===== src/rtl/shift_seq_unit_pkg.sv =====
`default_nettype none
// ============================================================================
// Module      : shift_seq_unit_pkg
// Description : Shared operation and FSM state encodings for the iterative
//               shift/rotate engine.
// Revision    : 1.0 - initial release
// ============================================================================
package shift_seq_unit_pkg;

    typedef enum logic [1:0] {
        SH_SRL = 2'b00,
        SH_SLL = 2'b01,
        SH_SRA = 2'b10,
        SH_ROR = 2'b11
    } sh_op_t;

    typedef enum logic [1:0] {
        S_IDLE = 2'b00,
        S_RUN  = 2'b01,
        S_DONE = 2'b10
    } sh_state_t;

endpackage
`default_nettype wire


===== src/rtl/shift_step.sv =====
`default_nettype none
// ============================================================================
// Module      : shift_step
// Description : Combinational single-step shifter, moves acc by k bits.
// Revision    : 1.0 - initial release
// ============================================================================
module shift_step
    import shift_seq_unit_pkg::*;
#(
    parameter int WIDTH   = 32,
    parameter int SHAMT_W = 5
) (
    input  logic [WIDTH-1:0]   acc,
    input  logic [SHAMT_W-1:0] k,
    input  sh_op_t             op,
    input  logic               sign,
    output logic [WIDTH-1:0]   shifted
);

    localparam logic [WIDTH-1:0] c_ones = '1;

    // Vacated upper bits for arithmetic shift; the sign is the one captured at start.
    logic [WIDTH-1:0] w_hi_mask;
    assign w_hi_mask = ~(c_ones >> k);

    always_comb begin
        shifted = acc >> k;
        case (op)
            SH_SRL:  shifted = acc >> k;
            SH_SLL:  shifted = acc << k;
            SH_SRA:  shifted = (acc >> k) | (sign ? w_hi_mask : '0);
            SH_ROR:  shifted = (acc >> k) | (acc << (WIDTH - int'(k)));
            default: shifted = acc >> k;
        endcase
    end

endmodule
`default_nettype wire


===== src/rtl/shift_seq_unit.sv =====
`default_nettype none
// ============================================================================
// Module      : shift_seq_unit
// Description : Multi-cycle shift/rotate engine, STEP bits per cycle, with a
//               start/busy/done handshake and flush abort.
// Revision    : 1.0 - initial release
// ============================================================================
module shift_seq_unit
    import shift_seq_unit_pkg::*;
#(
    parameter int WIDTH   = 32,
    parameter int SHAMT_W = 5,
    parameter int STEP    = 1
) (
    input  logic               clk,
    input  logic               rst,
    input  logic               start,
    input  logic [1:0]         op,
    input  logic [SHAMT_W-1:0] num,
    input  logic [WIDTH-1:0]   din,
    input  logic               flush,
    output logic               busy,
    output logic               done,
    output logic [WIDTH-1:0]   dout
);

    localparam logic [SHAMT_W-1:0] c_step = SHAMT_W'(STEP);

    sh_state_t          r_state;
    sh_state_t          w_next;
    sh_op_t             r_op;
    logic [WIDTH-1:0]   r_acc;
    logic [WIDTH-1:0]   r_dout;
    logic [SHAMT_W-1:0] r_rem;
    logic               r_sign;
    logic               w_accept;
    logic               w_last;
    logic [SHAMT_W-1:0] w_k;
    logic [WIDTH-1:0]   w_shifted;

    // The final step consumes whatever is left, so rem lands exactly on zero.
    assign w_last = (r_rem <= c_step);
    assign w_k    = w_last ? r_rem : c_step;

    shift_step #(
        .WIDTH   (WIDTH),
        .SHAMT_W (SHAMT_W)
    ) u_step (
        .acc     (r_acc),
        .k       (w_k),
        .op      (r_op),
        .sign    (r_sign),
        .shifted (w_shifted)
    );

    always_comb begin
        w_next   = r_state;
        w_accept = 1'b0;
        if (flush) begin
            w_next = S_IDLE;
        end else begin
            case (r_state)
                S_IDLE, S_DONE: begin
                    if (start) begin
                        w_accept = 1'b1;
                        w_next   = (num == '0) ? S_DONE : S_RUN;
                    end else begin
                        w_next = S_IDLE;
                    end
                end
                S_RUN:   w_next = w_last ? S_DONE : S_RUN;
                default: w_next = S_IDLE;
            endcase
        end
    end

    always_ff @(posedge clk or posedge rst) begin
        if (rst) begin
            r_state <= S_IDLE;
            r_op    <= SH_SRL;
            r_acc   <= '0;
            r_rem   <= '0;
            r_sign  <= 1'b0;
            r_dout  <= '0;
        end else begin
            r_state <= w_next;
            if (!flush) begin
                if (w_accept) begin
                    if (num == '0) begin
                        r_dout <= din;
                    end else begin
                        r_acc  <= din;
                        r_rem  <= num;
                        r_op   <= sh_op_t'(op);
                        r_sign <= din[WIDTH-1];
                    end
                end else if (r_state == S_RUN) begin
                    r_acc <= w_shifted;
                    r_rem <= r_rem - w_k;
                    if (w_last) begin
                        r_dout <= w_shifted;
                    end
                end
            end
        end
    end

    assign busy = (r_state == S_RUN);
    assign done = (r_state == S_DONE);
    assign dout = r_dout;

endmodule
`default_nettype wire

===== config.mk =====
export PLATFORM = sky130hd
export DESIGN_NAME = shift_seq_unit
export DESIGN_NICKNAME = d
export VERILOG_FILES = /design/src/rtl/shift_seq_unit_pkg.sv /design/src/rtl/shift_step.sv /design/src/rtl/shift_seq_unit.sv
export SDC_FILE = /design/constraint.sdc
export NUM_CORES = 1
export LEC_CHECK = 0
export BUFFER_PORTS_ARGS = -buffer_cell sky130_fd_sc_hd__buf_2
export CORE_UTILIZATION = 31
export CTS_BUF_LIST = sky130_fd_sc_hd__clkbuf_16
export CTS_CLUSTER_SIZE = 28
export DETAILED_ROUTE_END_ITERATION = 6
export GPL_TIMING_DRIVEN = 0
export SLEW_MARGIN = 40
export SYNTH_ARGS = -nofsm -noshare
export SYNTH_HDL_FRONTEND = slang
export SYNTH_HIERARCHICAL = 1
export SYNTH_SLANG_ARGS = --single-unit

===== constraint.sdc =====
create_clock -name clk -period 3.9 [get_ports clk]
set_input_delay 0.78 -clock clk [delete_from_list [all_inputs] [get_ports clk]]
set_output_delay 0.78 -clock clk [all_outputs]
set_load 0.01 [all_outputs]

==> results.md, run 1 <==
- Status: complete, no violations
- Detail Route Antenna Nets: 0
- Area growth syn-to-layout: 18.6%
- Final Wtd Congestion: between 1 and 1.5
- Clk sinks: 74
- Ys flop type: dfrtp_1
- Via Count: 9879
- CTS root buffer: clkbuf_16
- Initial Util: 0.314
- Seq/Total Area, Yosys: 0.193
- Final nets: 1185
- Total wire length: 49.5 mm
- Final setup violation count: 0
- Synth Cell Area: 9590 sq um
- Fraction of synthesized cell area in xor and xnor cells: 0.00339
- Crit-path slowest cell: mux4_2
- IO Port Bufs: between 70 and 80
- Commonest cells post-synth: nand2_1 (170), mux4_2 (91), nor2_1 (88)
- Maxcap violations: 0
- Synthesis warning total: 6
- Synth area leaders: mux4_2 (21%), dfrtp_1 (19%), mux2_2 (8.0%)
- Crit path cell chain: nor4_4, nand2b_1, buf_6, buf_12, clkinv_8, ha_4, buf_6, mux4_2, mux4_2, a221o_1, a21oi_2, a31oi_4, nand2_1, nand2_2, mux2_4
- Met3 Use GR: 0.0626
- Synth Area in Adders: 0.00783
- Vias in the first global route: roughly 9600
- First-pass detailed-route iteration total: 6
- Setup ws final: 0.0646 ns
- Worst reg2reg path depth: 15
- Post-synth EDFFs: 0
- WHS: 0.376 ns
- Max IR drop VDD: 0.000417 V
- Inst Count DP: 1498
- Worst endpoint required time: 4.13 ns
- Top-count cell post-synth: nand2_1
- Period utilization: 0.983
- Leak: 4.71 nW
- GRT Total Usage: 0.316
- M1 GR Usage: 0.426
- Simple-Gate Fraction of Synth Area: 0.150
- Worst slew margin: 0.420
- Setup CP Type: flop to flop
- Rows: 64
- Least-Margin Pin Slew: 0.866 ns
- FF-to-FF End: dout[25]
- ANT cells: 0
- Largest net degree at the start of global routing: 49
- Highest Clock Rate: 261 MHz
- Max-slew violations: 0
- Asr flop ratio synth: 1.00
- Routed WL per cell: 32.2 microns
- Netlist cell types: between 70 and 80
- Final Cell Area: between 10000 and 15000 sq um
- Crit Path Max Fanout: 6
- Die Span Y: 178 microns
- Hold Vio Cnt, Final: 0
- Dpl hpwl: 38.9 mm
- CTS Hold Buffers Added: 0
- Via-per-instance ratio: 6.43
- Clock skew: ~0.011 ns
- Cells after synthesis: 1016
- CTS H-tree depth: 3
- Synth Register Bits: between 70 and 80
- Worst R2R Setup Slack: 0.06 ns
- Avg Inst Size Synth: 9.44 sq um
- DR DRC count: 0
- Clk_lat worst skew: 0.35 ns
- Share of cells above drive strength 1: 0.351
- Core ar.: 30500 sq um
- Chip Width: 178 microns
- First-pass GRT wire length: 70.4 mm
- Grt total ovfl: 0
- Area after DPL: 10500 sq um
- Setup crit start kind: flop
- CTS tree: yes
- Dominant cell type by area after synthesis: mux4_2
- Unrepaired setup endpoints after global routing: false
- CTS Buffer Depth: 2
- TritonCTS buffer count: 9
- Compound-cell area share of the yosys netlist: 0.165
- Pwr per Cell Area: 820 nW/um^2
- Register Area: roughly 1900 sq um
- Fillcell total: 3102
- Final Non-Filler Cells: approximately 1500
- Initial drt markers: about 1400
- Pre-CTS setup slack: -1.18 ns
- CP Capture Type: flop
- Top cell type's share of synthesized area: 0.214
- Met2 GRT Util: 0.475
- Most Used Layer, Global Route: met2
- Final core utilization: 0.373
- Largest family of logic cells by synthesized area: multiplexers
- Post-synthesis mux area share: 0.410
- # IOs: 77
- Max incr delay on CP: 0.55 ns
- Worst endpoint data arrival time: 4.07 ns
- Hold Crit Class: input pin to async pin
- Multi-input logic area: about 7300 sq um
- Clock Pin Slew Worst Setup and Hold Paths: 0.07 ns
- Reg2reg start: r_rem[1]
- Initial antenna violation count: 0
- Minimum clock period: 3.84 ns
- Die ar.: 31600 sq um
[final cells by class]
type                       count  share of cell area
clock buffer                   9              0.0198
timing repair buffer         102              0.0560
multi-input combinational    819               0.645
buffer                       117              0.0590
sequential                    74               0.163
inverter                      13             0.00583
clock inverter                 7             0.00726
tap                          396              0.0436
[where the power goes]
group / internal (W) / leakage, nW / switching (W) / total, W
clock network: 0.000507 / 0.145 / 0.000368 / 0.000875
logic: 0.00293 / 3.63 / 0.00404 / 0.00697
registers: 0.00111 / 0.929 / 0.000369 / 0.00148
[metrics by stage]
stage / total power, W / TNS (ns)
floorplan: 0.00536 / 0
global placement: 0.00757 / -52.46
detailed placement: 0.00754 / -51.56
CTS: 0.00869 / 0
global route: 0.00956 / 0
finish: 0.00932 / 0
[registers in the layout, summed over array words and instances, names as in the netlist]
signal	flops
r_state	2
r_rem	5
r_op	2
r_acc	32
r_sign	1
dout	32
[critical path: cells and delay by family (launching register included)]
kind	cells	cell delay (ns)
mux	3	1.29
compound gates	3	0.64
simple gates	4	0.63
buf+inv	4	0.50
flops	1	0.42
fa+ha+maj	1	0.24
[metal layers]
metal  vias up  share of wire
met5         -              0
met4         0          0.064
met3       157           0.11
met2       732           0.43
met1      4883           0.40
li1       4107              -
[worst max path at each step]
| stage | start | to | depth (start not counted) |
|---|---|---|---|
| after detailed placement | r_rem[1] | dout[18] | 18 |
| final | r_rem[1] | dout[25] | 15 |
| after global routing | r_rem[1] | r_acc[10] | 14 |
| after global placement | r_rem[1] | dout[18] | 18 |
| after CTS | r_rem[4] | dout[18] | 16 |
| after floorplan | r_rem[1] | r_acc[30] | 18 |
[logic make-up (layout without fill, tap and decap cells)]
kind of cell             after synthesis  in the layout
buffers and inverters                132            248
adder cells (fa/ha/maj)                6              6
AO/OA/AOI/OAI                        226            226
AND/OR/NAND/NOR                      330            330
other                                  1             10
multiplexers                         245            245
flip-flops                            74             74
XOR/XNOR                               2              2
[cells in the final DEF (no fill, tap or decap), types with 10 or more instances in the layout]
master / count
nand2_1: 167
buf_2: 95
mux4_2: 91
nor2_1: 88
dfrtp_1: 71
mux2_2: 66
clkbuf_1: 55
mux2i_1: 47
o21ai_0: 43
a21oi_1: 41
buf_4: 33
mux2_4: 17
buf_6: 15
nand3_1: 13
clkbuf_16: 11
a31oi_1: 11
a211oi_1: 10
conb_1: 10
buf_1: 10
[what timing repair did]
item | in CTS | in global routing
setup endpoints to repair | 64 | 44
buffers inserted | 11 | 12
resized for setup | 47 | 36
pin swaps | 5 | 10
cloned | 0 | 2
No activity file was read; power rests on OpenSTA's default activity.
==> run 2, diff against run 1 <==
- ABC_AREA: not set -> 1
==> run 2 against run 1 <==
Sequential share of layout area rose by 2.1 points. Area after synthesis fell by 8.3%. First-iteration DRC count rose by 39%. Utilization fell by 1.1 points. Clock-buffer cell count did not move. Register-to-register slack improved by 0.03 ns. Power fell by 23%. Routed wire length rose by 18%. Critical path type unchanged. Critical endpoint unchanged.
==> results.md, run 2 <==
- CP Capture Type: flop (unchanged)
- Netlist cell types: 37 (was 79)
- Hold Vio Cnt, Final: 0 (unchanged)
- Initial Util: 0.316 (was 0.314)
- CTS root buffer: clkbuf_16 (unchanged)
- Rows: 61 (was 64)
- Max IR drop VDD: 0.000263 V (was 0.000417 V)
- Initial drt markers: 1897 (was 1367)
- Area growth syn-to-layout: 14.6% (was 18.6%)
- Setup crit end: dout[25] (unchanged)
- Die ar.: 29000 sq um (was 31600 sq um)
- Worst reg2reg path depth: 19 (was 15)
- Setup CP Type: flop to flop (unchanged)
- Synth Cell Area: 8790 sq um (was 9590 sq um)
- Total wire length: 58.2 mm (was 49.5 mm)
- Hold Crit Class: input pin to async pin (unchanged)
- Final Non-Filler Cells: 2062 (was 1537)
- Final core utilization: 0.362 (was 0.373)
- IO Port Bufs: 76 (was 75)
- CP Launch Point: r_rem[2] (was r_rem[1])
- Worst endpoint required time: 4.18 ns (was 4.13 ns)
- Period utilization: 0.977 (was 0.983)
- Status: complete, no violations (unchanged)
- Multi-input logic area: 6180 sq um (was 7340 sq um)
- Crit Path Max Fanout: 10 (was 6)
- Clock Pin Slew Worst Setup and Hold Paths: 0.06 ns (was 0.07 ns)
- Max-slew violations: 0 (unchanged)
- Clk_lat worst skew: 0.34 ns (was 0.35 ns)
- Cells after synthesis: 1579 (was 1016)
- Vias in the first global route: 11427 (was 9558)
- Detail Route Antenna Nets: 0 (unchanged)
- TritonCTS buffer count: 9 (unchanged)
- Largest net degree at the start of global routing: 59 (was 49)
- Routed WL per cell: 28.2 microns (was 32.2 microns)
- Inst Count DP: 2046 (was 1498)
- Synth area leaders: nand3_1 (29%), nand2_1 (26%), dfrtp_1 (21%) (was mux4_2 (21%), dfrtp_1 (19%), mux2_2 (8.0%))
- Clk sinks: 74 (unchanged)
- FF-to-FF End: dout[25] (unchanged)
- Reg2reg start: r_rem[2] (was r_rem[1])
- Setup crit start kind: flop (unchanged)
- Pre-CTS setup slack: -0.362 ns (was -1.18 ns)
- Clock skew: 0.00827 ns (was 0.0108 ns)
- Post-synth EDFFs: 0 (unchanged)
- Avg Inst Size Synth: 5.57 sq um (was 9.44 sq um)
- Die Span Y: 170 microns (was 178 microns)
- Grt total ovfl: 0 (unchanged)
- Leak: 5.42 nW (was 4.71 nW)
- Commonest cells post-synth: nand2_1 (619), nand3_1 (517), dfrtp_1 (74) (was nand2_1 (170), mux4_2 (91), nor2_1 (88))
- Worst endpoint data arrival time: 4.09 ns (was 4.07 ns)
- Setup ws final: 0.0909 ns (was 0.0646 ns)
- DR DRC count: 0 (unchanged)
- CTS H-tree depth: 3 (unchanged)
- CTS tree: yes (unchanged)
- Register Area: 1850 sq um (was 1860 sq um)
- Worst R2R Setup Slack: 0.09 ns (was 0.06 ns)
- CTS Buffer Depth: 2 (unchanged)
- Synth Register Bits: 74 (unchanged)
- Fillcell total: 3276 (was 3102)
- Asr flop ratio synth: 1.00 (unchanged)
- Core ar.: 27900 sq um (was 30500 sq um)
- Highest Clock Rate: 263 MHz (was 261 MHz)
- Top cell type's share of synthesized area: 0.294 (was 0.214)
- Ys flop type: dfrtp_1 (unchanged)
- Synthesis warning total: 6 (unchanged)
- First-pass detailed-route iteration total: 6 (unchanged)
- # IOs: 77 (unchanged)
- Pwr per Cell Area: 708 nW/um^2 (was 820 nW/um^2)
- Final Wtd Congestion: 1.08 (was 1.07)
- Least-Margin Pin Slew: 0.784 ns (was 0.866 ns)
- Seq/Total Area, Yosys: 0.211 (was 0.193)
- First-pass GRT wire length: 81.9 mm (was 70.4 mm)
- ANT cells: 0 (unchanged)
- Worst slew margin: 0.477 (was 0.420)
- Unrepaired setup endpoints after global routing: false (unchanged)
- Total power draw: 0.00713 W (was 0.00932 W)
- Via-per-instance ratio: 6.01 (was 6.43)
- Initial antenna violation count: 1 (was 0)
- Via Count: 12394 (was 9879)
- Final setup violation count: 0 (unchanged)
- Share of cells above drive strength 1: 0.134 (was 0.351)
- Maxcap violations: 0 (unchanged)
- Final nets: 1728 (was 1185)
- Dominant cell type by area after synthesis: nand3_1 (was mux4_2)
- Minimum clock period: 3.81 ns (was 3.84 ns)
- CTS Hold Buffers Added: 0 (unchanged)
- Dpl hpwl: 47.3 mm (was 38.9 mm)
- Most common cell after layout, fill and taps aside: nand2_1 (unchanged)
- Commonest non-fill, non-tap cells in the layout: nand2_1 (619), nand3_1 (516), buf_2 (127), dfrtp_1 (74), nor2_1 (54) (was nand2_1 (167), buf_2 (95), mux4_2 (91), nor2_1 (88), dfrtp_1 (71))
- GRT Total Usage: 0.403 (was 0.316)
- Chip Width: 170 microns (was 178 microns)
- Top-count cell post-synth: nand2_1 (unchanged)
[run 2: routing by layer]
metal / track usage / vias to the layer above / part of all wire
met1: 0.544 / 5908 / 0.41
met5: 0 / - / 0
met3: 0.0844 / 151 / 0.10
met4: 0.265 / 0 / 0.073
met2: 0.576 / 829 / 0.41
li1: - / 5506 / -
[run 2: power by group]
part	internal, W	total [W]	switching [W]
Sequential	0.00109	0.00147	0.000382
Clock	0.000567	0.000922	0.000355
Combinational	0.00133	0.00474	0.00341
[run 2: worst min path at each step]
| stage | from | depth (start not counted) | slack, ns | end |
|---|---|---|---|---|
| floorplan | r_sign | 2 | 0.44 | r_sign |
| global placement | dout[22] | 2 | 0.45 | dout[22] |
| detailed placement | dout[0] | 2 | 0.46 | dout[0] |
| CTS | rst | 2 | 0.35 | r_rem[2] |
| global route | rst | 2 | 0.36 | r_rem[2] |
| finish | rst | 2 | 0.35 | r_rem[0] |
[run 2: logic make-up after synthesis]
kind of cell	count (synthesis)	share of synthesized area
buffers and inverters	157	0.0925
other	1	0.000427
AO/OA/AOI/OAI	92	0.0589
flip-flops	74	0.211
XOR/XNOR	1	0.000997
AND/OR/NAND/NOR	1248	0.628
adder cells (fa/ha/maj)	6	0.00854
[run 2: cell type report]
cell class,count,area share
timing repair buffer,77,0.0405
tap,378,0.0469
clock buffer,9,0.0224
buffer,101,0.0606
sequential,74,0.184
multi-input combinational,1360,0.614
inverter,56,0.0221
clock inverter,7,0.00994
[run 2: critical path, stage by stage, from the launching register on]
cell      delay, ns
dfrtp_1        0.43
nor2_2         0.18
nand3_2        0.19
buf_6          0.20
inv_8          0.08
buf_6          0.17
ha_2           0.32
ha_1           0.29
inv_1          0.21
clkbuf_2       0.29
nand3_1        0.17
nand3_1        0.15
nand3_1        0.15
nand3_1        0.21
nand2_1        0.07
nand2_1        0.10
nand2_1        0.18
nand2_1        0.17
nand3_1        0.08
nand2_1        0.08
[run 2: what timing repair did]
| item | in CTS | in global routing |
|---|---|---|
| setup buffers | 0 | 0 |
| gates resized for setup | 4 | 16 |
| setup endpoints to repair | 42 | 27 |
[run 2: through the flow]
stage | hold WS [ns] | setup TNS (ns) | instance area (sq um)
3_5_place_dp | 0.457 | -5.00 | 9720
5_1_grt | 0.365 | 0 | 10100
3_3_place_gp | 0.453 | -5.26 | 9690
4_1_cts | 0.351 | 0 | 10100
6_report | 0.354 | 0 | 10100
2_1_floorplan | 0.442 | 0 | 8830
